$ cat src/rtl/bip_sel_mux_pipe_pkg.sv
// Shared definitions for the BIP datapath blocks.
//   BIP_WORD_W    default operand word width
//   BIP_ERRCNT_W  width of the illegal-select counter
//   pipe_depth_ok / sel_width_ok  parameter range checks used at elaboration
//   errcnt_inc    saturating increment for the error counter
package bip_sel_mux_pipe_pkg;

  localparam int BIP_WORD_W   = 16;
  localparam int BIP_ERRCNT_W = 8;

  localparam logic [BIP_ERRCNT_W-1:0] ERRCNT_MAX = '1;

  function automatic bit pipe_depth_ok(input int pipe);
    return (pipe >= 1) && (pipe <= 4);
  endfunction

  function automatic bit sel_width_ok(input int sel_w, input int num_in);
    return (num_in >= 2) && (num_in <= 16) && (sel_w >= 1) && ((1 << sel_w) >= num_in);
  endfunction

  function automatic logic [BIP_ERRCNT_W-1:0] errcnt_inc(input logic [BIP_ERRCNT_W-1:0] c);
    return (c == ERRCNT_MAX) ? c : c + 1'b1;
  endfunction

endpackage

$ cat src/rtl/bip_pipe_stage.sv
// One valid/ready register slice.
//   clk, reset  clock and synchronous active-high reset
//   in_valid_i  beat offered by the previous slice (or the select logic)
//   in_data_i   beat payload
//   ready_i     the next slice (or downstream) accepts this slice's beat
//   valid_o     this slice holds a beat
//   data_o      payload of the held beat
// The matching upstream ready (!valid_o || ready_i) is formed by the parent so
// the whole ready chain lives in one combinational process.
module bip_pipe_stage #(
  parameter int W = 17
) (
  input  logic         clk,
  input  logic         reset,
  input  logic         in_valid_i,
  input  logic [W-1:0] in_data_i,
  input  logic         ready_i,
  output logic         valid_o,
  output logic [W-1:0] data_o
);

  logic         valid_q, valid_d;
  logic [W-1:0] data_q, data_d;
  logic         load;

  assign load = !valid_q || ready_i;

  // Payload only moves on a real beat, so an emptied slice keeps its last word.
  always_comb begin
    valid_d = valid_q;
    data_d  = data_q;
    if (load) begin
      valid_d = in_valid_i;
      if (in_valid_i) data_d = in_data_i;
    end
  end

  always_ff @(posedge clk) begin
    if (reset) begin
      valid_q <= 1'b0;
      data_q  <= '0;
    end else begin
      valid_q <= valid_d;
      data_q  <= data_d;
    end
  end

  assign valid_o = valid_q;
  assign data_o  = data_q;

endmodule

$ cat src/rtl/bip_sel_mux_pipe.sv
// N:1 operand word selector with a PIPE-deep valid/ready register pipeline.
//   clk, reset   clock and synchronous active-high reset
//   in_bus       NUM_IN flattened words, word k = in_bus[k*WIDTH +: WIDTH]
//   sel          word index, sampled with in_valid
//   in_valid     upstream beat present
//   in_ready     beat accepted this cycle (combinational from out_ready)
//   out_data     selected word (zero for an illegal select)
//   out_err      the beat carried sel >= NUM_IN
//   out_valid    out_data/out_err valid
//   out_ready    downstream accepts
//   err_clr      clears err_sticky and err_cnt (an illegal accept in the same cycle wins)
//   err_sticky   set by any accepted illegal beat
//   err_cnt      saturating count of accepted illegal beats
module bip_sel_mux_pipe
  import bip_sel_mux_pipe_pkg::*;
#(
  parameter int WIDTH  = BIP_WORD_W,
  parameter int NUM_IN = 3,
  parameter int SEL_W  = 2,
  parameter int PIPE   = 1
) (
  input  logic                    clk,
  input  logic                    reset,
  input  logic [NUM_IN*WIDTH-1:0] in_bus,
  input  logic [SEL_W-1:0]        sel,
  input  logic                    in_valid,
  output logic                    in_ready,
  output logic [WIDTH-1:0]        out_data,
  output logic                    out_err,
  output logic                    out_valid,
  input  logic                    out_ready,
  input  logic                    err_clr,
  output logic                    err_sticky,
  output logic [BIP_ERRCNT_W-1:0] err_cnt
);

  if (!pipe_depth_ok(PIPE) || !sel_width_ok(SEL_W, NUM_IN)) begin : g_bad_params
    $error("bip_sel_mux_pipe: PIPE must be 1..4, NUM_IN 2..16 and 2**SEL_W >= NUM_IN");
  end

  // vld[k]/beat[k] feed stage k; vld[PIPE]/beat[PIPE] is the last stage's output.
  // rdy[k] is "stage k may load"; rdy[PIPE] is the downstream ready.
  logic [PIPE:0]            vld;
  logic [PIPE:0][WIDTH:0]   beat;
  logic [PIPE:0]            rdy;

  logic [WIDTH-1:0]         sel_data;
  logic                     sel_err;
  logic                     illegal_acc;

  logic                     sticky_q, sticky_d;
  logic [BIP_ERRCNT_W-1:0]  cnt_q, cnt_d;

  // Select/decode into stage 0; an unmatched index is the illegal case.
  always_comb begin
    sel_data = '0;
    sel_err  = 1'b1;
    for (int k = 0; k < NUM_IN; k++) begin
      if (sel == SEL_W'(k)) begin
        sel_data = in_bus[k*WIDTH +: WIDTH];
        sel_err  = 1'b0;
      end
    end
  end

  assign vld[0]  = in_valid;
  assign beat[0] = {sel_err, sel_data};

  // Ready ripples back from out_ready so a full pipe with a draining head still accepts.
  always_comb begin
    rdy       = '0;
    rdy[PIPE] = out_ready;
    for (int k = PIPE - 1; k >= 0; k--) begin
      rdy[k] = !vld[k+1] || rdy[k+1];
    end
  end

  assign in_ready = rdy[0];

  for (genvar k = 0; k < PIPE; k++) begin : g_stage
    bip_pipe_stage #(
      .W(WIDTH + 1)
    ) u_stage (
      .clk        (clk),
      .reset      (reset),
      .in_valid_i (vld[k]),
      .in_data_i  (beat[k]),
      .ready_i    (rdy[k+1]),
      .valid_o    (vld[k+1]),
      .data_o     (beat[k+1])
    );
  end

  assign out_valid = vld[PIPE];
  assign out_data  = beat[PIPE][WIDTH-1:0];
  assign out_err   = beat[PIPE][WIDTH];

  // Error bookkeeping at stage 0 acceptance; a same-cycle clear restarts the count at 1.
  assign illegal_acc = in_valid && rdy[0] && sel_err;

  always_comb begin
    sticky_d = sticky_q;
    cnt_d    = cnt_q;
    if (illegal_acc) begin
      sticky_d = 1'b1;
      cnt_d    = err_clr ? BIP_ERRCNT_W'(1) : errcnt_inc(cnt_q);
    end else if (err_clr) begin
      sticky_d = 1'b0;
      cnt_d    = '0;
    end
  end

  always_ff @(posedge clk) begin
    if (reset) begin
      sticky_q <= 1'b0;
      cnt_q    <= '0;
    end else begin
      sticky_q <= sticky_d;
      cnt_q    <= cnt_d;
    end
  end

  assign err_sticky = sticky_q;
  assign err_cnt    = cnt_q;

endmodule

$ cat config.mk
export PLATFORM = sky130hd
export DESIGN_NAME = bip_sel_mux_pipe
export DESIGN_NICKNAME = d
export VERILOG_FILES = /design/src/rtl/bip_sel_mux_pipe_pkg.sv /design/src/rtl/bip_pipe_stage.sv /design/src/rtl/bip_sel_mux_pipe.sv
export SDC_FILE = /design/constraint.sdc
export NUM_CORES = 1
export LEC_CHECK = 0
export ABC_AREA = 0
export CORE_ASPECT_RATIO = 0.75
export CORE_MARGIN = 10
export CORE_UTILIZATION = 35
export CTS_BUF_LIST = sky130_fd_sc_hd__clkbuf_8
export CTS_CLUSTER_DIAMETER = 100
export DETAILED_ROUTE_END_ITERATION = 6
export HOLD_SLACK_MARGIN = 0.05
export PLACE_DENSITY_LB_ADDON = 0.15
export SETUP_SLACK_MARGIN = 0.1
export SLEW_MARGIN = 20
export SYNTH_ARGS = -nofsm -noshare
export SYNTH_HDL_FRONTEND = slang
export SYNTH_SLANG_ARGS = --single-unit
$ cat constraint.sdc
create_clock -name clk -period 1.6 [get_ports clk]
set_input_delay 0.32 -clock clk [delete_from_list [all_inputs] [get_ports clk]]
set_output_delay 0.32 -clock clk [all_outputs]
set_load 0.02 [all_outputs]
==> flow_summary.toml <==
[clock_tree]
clock-sinks = 27
root_buffer = "clkbuf_8"
insertion_delay_ps = 270
cts_buffers = 3
ctsHoldBuffers = 0
path_clk_slew_ps = 90
cts_htree_levels = 1
cts_tree = "yes"
cts_buffer_depth = 2

[sta]
layout_setup_ws_ps = 34.8
worstMarginPinSlew_ps = 429
maxSlewHeadroom_pct = 71.3
finalHoldViolCount = 0
rsz0062_at_grt = "yes"
fin_hold_ws_ps = 493
slew_violations = 0
fin_crit_sh_pct = 97.8
finClkSkew_ps = 4.64
max_freq_mhz = 639
setup_violations = 0
period_needed_ps = 1570

[synthesis]
synth-async-reset-ratio_pct = 0
ys_warn_count = 0
synth_ff_type = "dfxtp_1"
avgSynthCellArea_um2 = 8.20
synth_nets = 232
synth_edf_count = 0
ys_seq_area_share_pct = 37.5
synth_cell_type_count = 33
netlist_area_um2 = 1440
syn_inst = 176
ys_ff_latch = 27

[floorplan]
initial_core_util_pct = 36.0
die_w_um = 94.1
die-height_um = 75.6
ios = 83
rows = 20
die_area_um2 = 7120
core_region_area_um2 = 4000

[setup_path]
cp-end-kind = "flip-flop"
rr_worst_depth = 5
start_kind = "input port"
max_stage_delay_ps = 510
worstPathRequired_ps = 1810
reg2reg_slack_ps = 50
cp-endpoint = "err_cnt[4]"
cp_top_family = "simple AND/OR/NAND/NOR gates"
r2r-end = "err_cnt[4]"
cp_max_fo = 6
critical_path.startpoint = "out_ready"
crit_buf_inv = 1
crit_chain = "clkdlybuf4s50_1 -> nand2b_2 -> nand4_4 -> or4_1 -> a21oi_1"
slowest_stage = "or4_1"
reg2reg_from = "err_cnt[1]"
critical_path_depth = 5
arrival_ps = 1770
critPathKind = "input port to flip-flop"

[routing]
routed_wl_um = 4870
m1WireLength_um = 2240
wire_per_inst_um = 15.4
drt-vias-per-instance = 5.02
top_layer = "met4"
wl_met3_um = 410
drtIter0Drc = 77
num_vias = 1590
drc_errors = 0
dr_wl_met2_um = 2170
firstDrtPassIters = 4
drtAntennaViolNets = 0

[global_route]
antenna_found_initial = 0
grt_pass1_wl_um = 7680
grt_start_max_net_pins = 34
grt_overflow = 0
grt_pass1_vias = 1577
grt_use_total_pct = 13.5

[layout]
mostFrequentLayoutCells = "clkdlybuf4s50_1, nor2_1, dlygate4sd2_1"
fin_nets = 319
stdcell_count = 317
n_fill_cell = 380
drive_above_1_share_pct = 13.7
num_antenna_cells = 0
area_growth_pct = 73.1
mostFrequentLayoutCell = "clkdlybuf4s50_1"
design_area_um2 = 2500

[power_and_ir_drop]
power.total_mw = 1.55
vdd_drop_max_mv = 0.531
pwr-share-clk_pct = 25.1
pwr-share-comb_pct = 28.2
p_int_mw = 1.12
pwr-share-seq_pct = 46.7
powerDensity_nw_per_um2 = 620
p_sw_uw = 429
swShare_pct = 27.7
leakage_nw = 1.08

[placement]
pre_cts_slack_ps = -263
place_inst = 313
dpl_cell_area_um2 = 2420
hpwl_um = 3900
gp_congestion = 0.862
port_buffers = 82

[hold_path]
min_path_type = "flip-flop to flip-flop"
hold_start = "err_sticky"

[status]
outcome = "finished clean"

[flow_run]
cap_violations = 0
## logic make-up (layout without fill, tap and decap cells)
group / count (synthesis) / count (layout) / synth area share, %
DFF: 27 / 27 / 37.5
and+or+nand+nor: 63 / 63 / 21.8
muxes: 18 / 18 / 12.5
adders and majority gates: 1 / 1 / 0.867
AOI/OAI and AO/OA: 49 / 49 / 21.7
buffers and inverters: 18 / 104 / 5.72
## power groups by stage
| stage | logic [mW] | registers (mW) | clock network (mW) |
|---|---|---|---|
| after floorplan | 0.156 | 0.786 | 0 |
| after global placement | 0.457 | 0.740 | 0 |
| after detailed placement | 0.461 | 0.740 | 0 |
| after CTS | 0.438 | 0.724 | 0.402 |
| after global routing | 0.476 | 0.728 | 0.434 |
| final | 0.436 | 0.724 | 0.389 |
## synth_stat cells, types with 2 or more instances
library cell / instances / area, um2
nor2_1: 34 / 128
a31oi_1: 2 / 12.5
or3_1: 3 / 18.8
buf_2: 3 / 15.0
o21ai_0: 2 / 10.0
a211oi_1: 16 / 120
inv_1: 3 / 11.3
a21oi_1: 23 / 115
and4_4: 2 / 22.5
buf_4: 3 / 22.5
nand2_1: 5 / 18.8
o31ai_1: 2 / 15.0
dfxtp_1: 27 / 541
nor4_1: 2 / 12.5
mux2i_1: 18 / 180
nand3_1: 4 / 20.0
clkbuf_1: 9 / 33.8
nand2b_1: 3 / 18.8
## registers in the layout (all words and copies together), names as in the netlist
signal / flops
g_stage.u_stage.data_o: 17
err_sticky: 1
g_stage.u_stage.valid_o: 1
err_cnt: 8
## stage by stage
step	TNS, ps	utilization, %
floorplan	0	-
global placement	-3360	60.5
detailed placement	-4070	60.5
CTS	0	61.5
global route	-6.60	62.4
finish	0	62.4
## per-layer routing
metal | global-route usage [%] | vias up
met5 | 0 | -
met4 | 3.53 | 0
met3 | 5.51 | 5
met2 | 22.2 | 59
met1 | 16.0 | 716
li1 | - | 810
## final cells by class
cell class / count / area, um2 / share of cell area (%)
clock buffer: 3 / 41.3 / 1.65
multi-input combinational: 131 / 892 / 35.7
sequential: 27 / 551 / 22.0
inverter: 3 / 11.3 / 0.451
timing repair buffer: 97 / 928 / 37.2
clock inverter: 1 / 5.00 / 0.200
tap: 55 / 68.8 / 2.76
## repair_timing
| item | CTS | global route |
|---|---|---|
| endpoints found under the setup margin | 32 | 22 |
| gates resized for setup | 33 | 10 |
| setup buffers | 0 | 0 |
| pin swaps | 1 | 2 |
| gates cloned | 0 | 0 |
## tightest hold or removal path, cell delays in order, from the launching register on
cell	delay, ps
dfxtp_1	320
nand2b_1	70
a21oi_1	60
## how the worst min path moves through the flow
stage / endpoint / slack, ps / depth (start not counted)
6_report: err_sticky / 490 / 2
3_3_place_gp: err_sticky / 470 / 2
4_1_cts: g_stage[0].u_stage.data_o[16] / 490 / 2
3_5_place_dp: g_stage[0].u_stage.data_o[16] / 480 / 2
2_1_floorplan: g_stage[0].u_stage.valid_o / 440 / 2
5_1_grt: g_stage[0].u_stage.data_o[3] / 520 / 2
(Power assumes the default switching activity.)
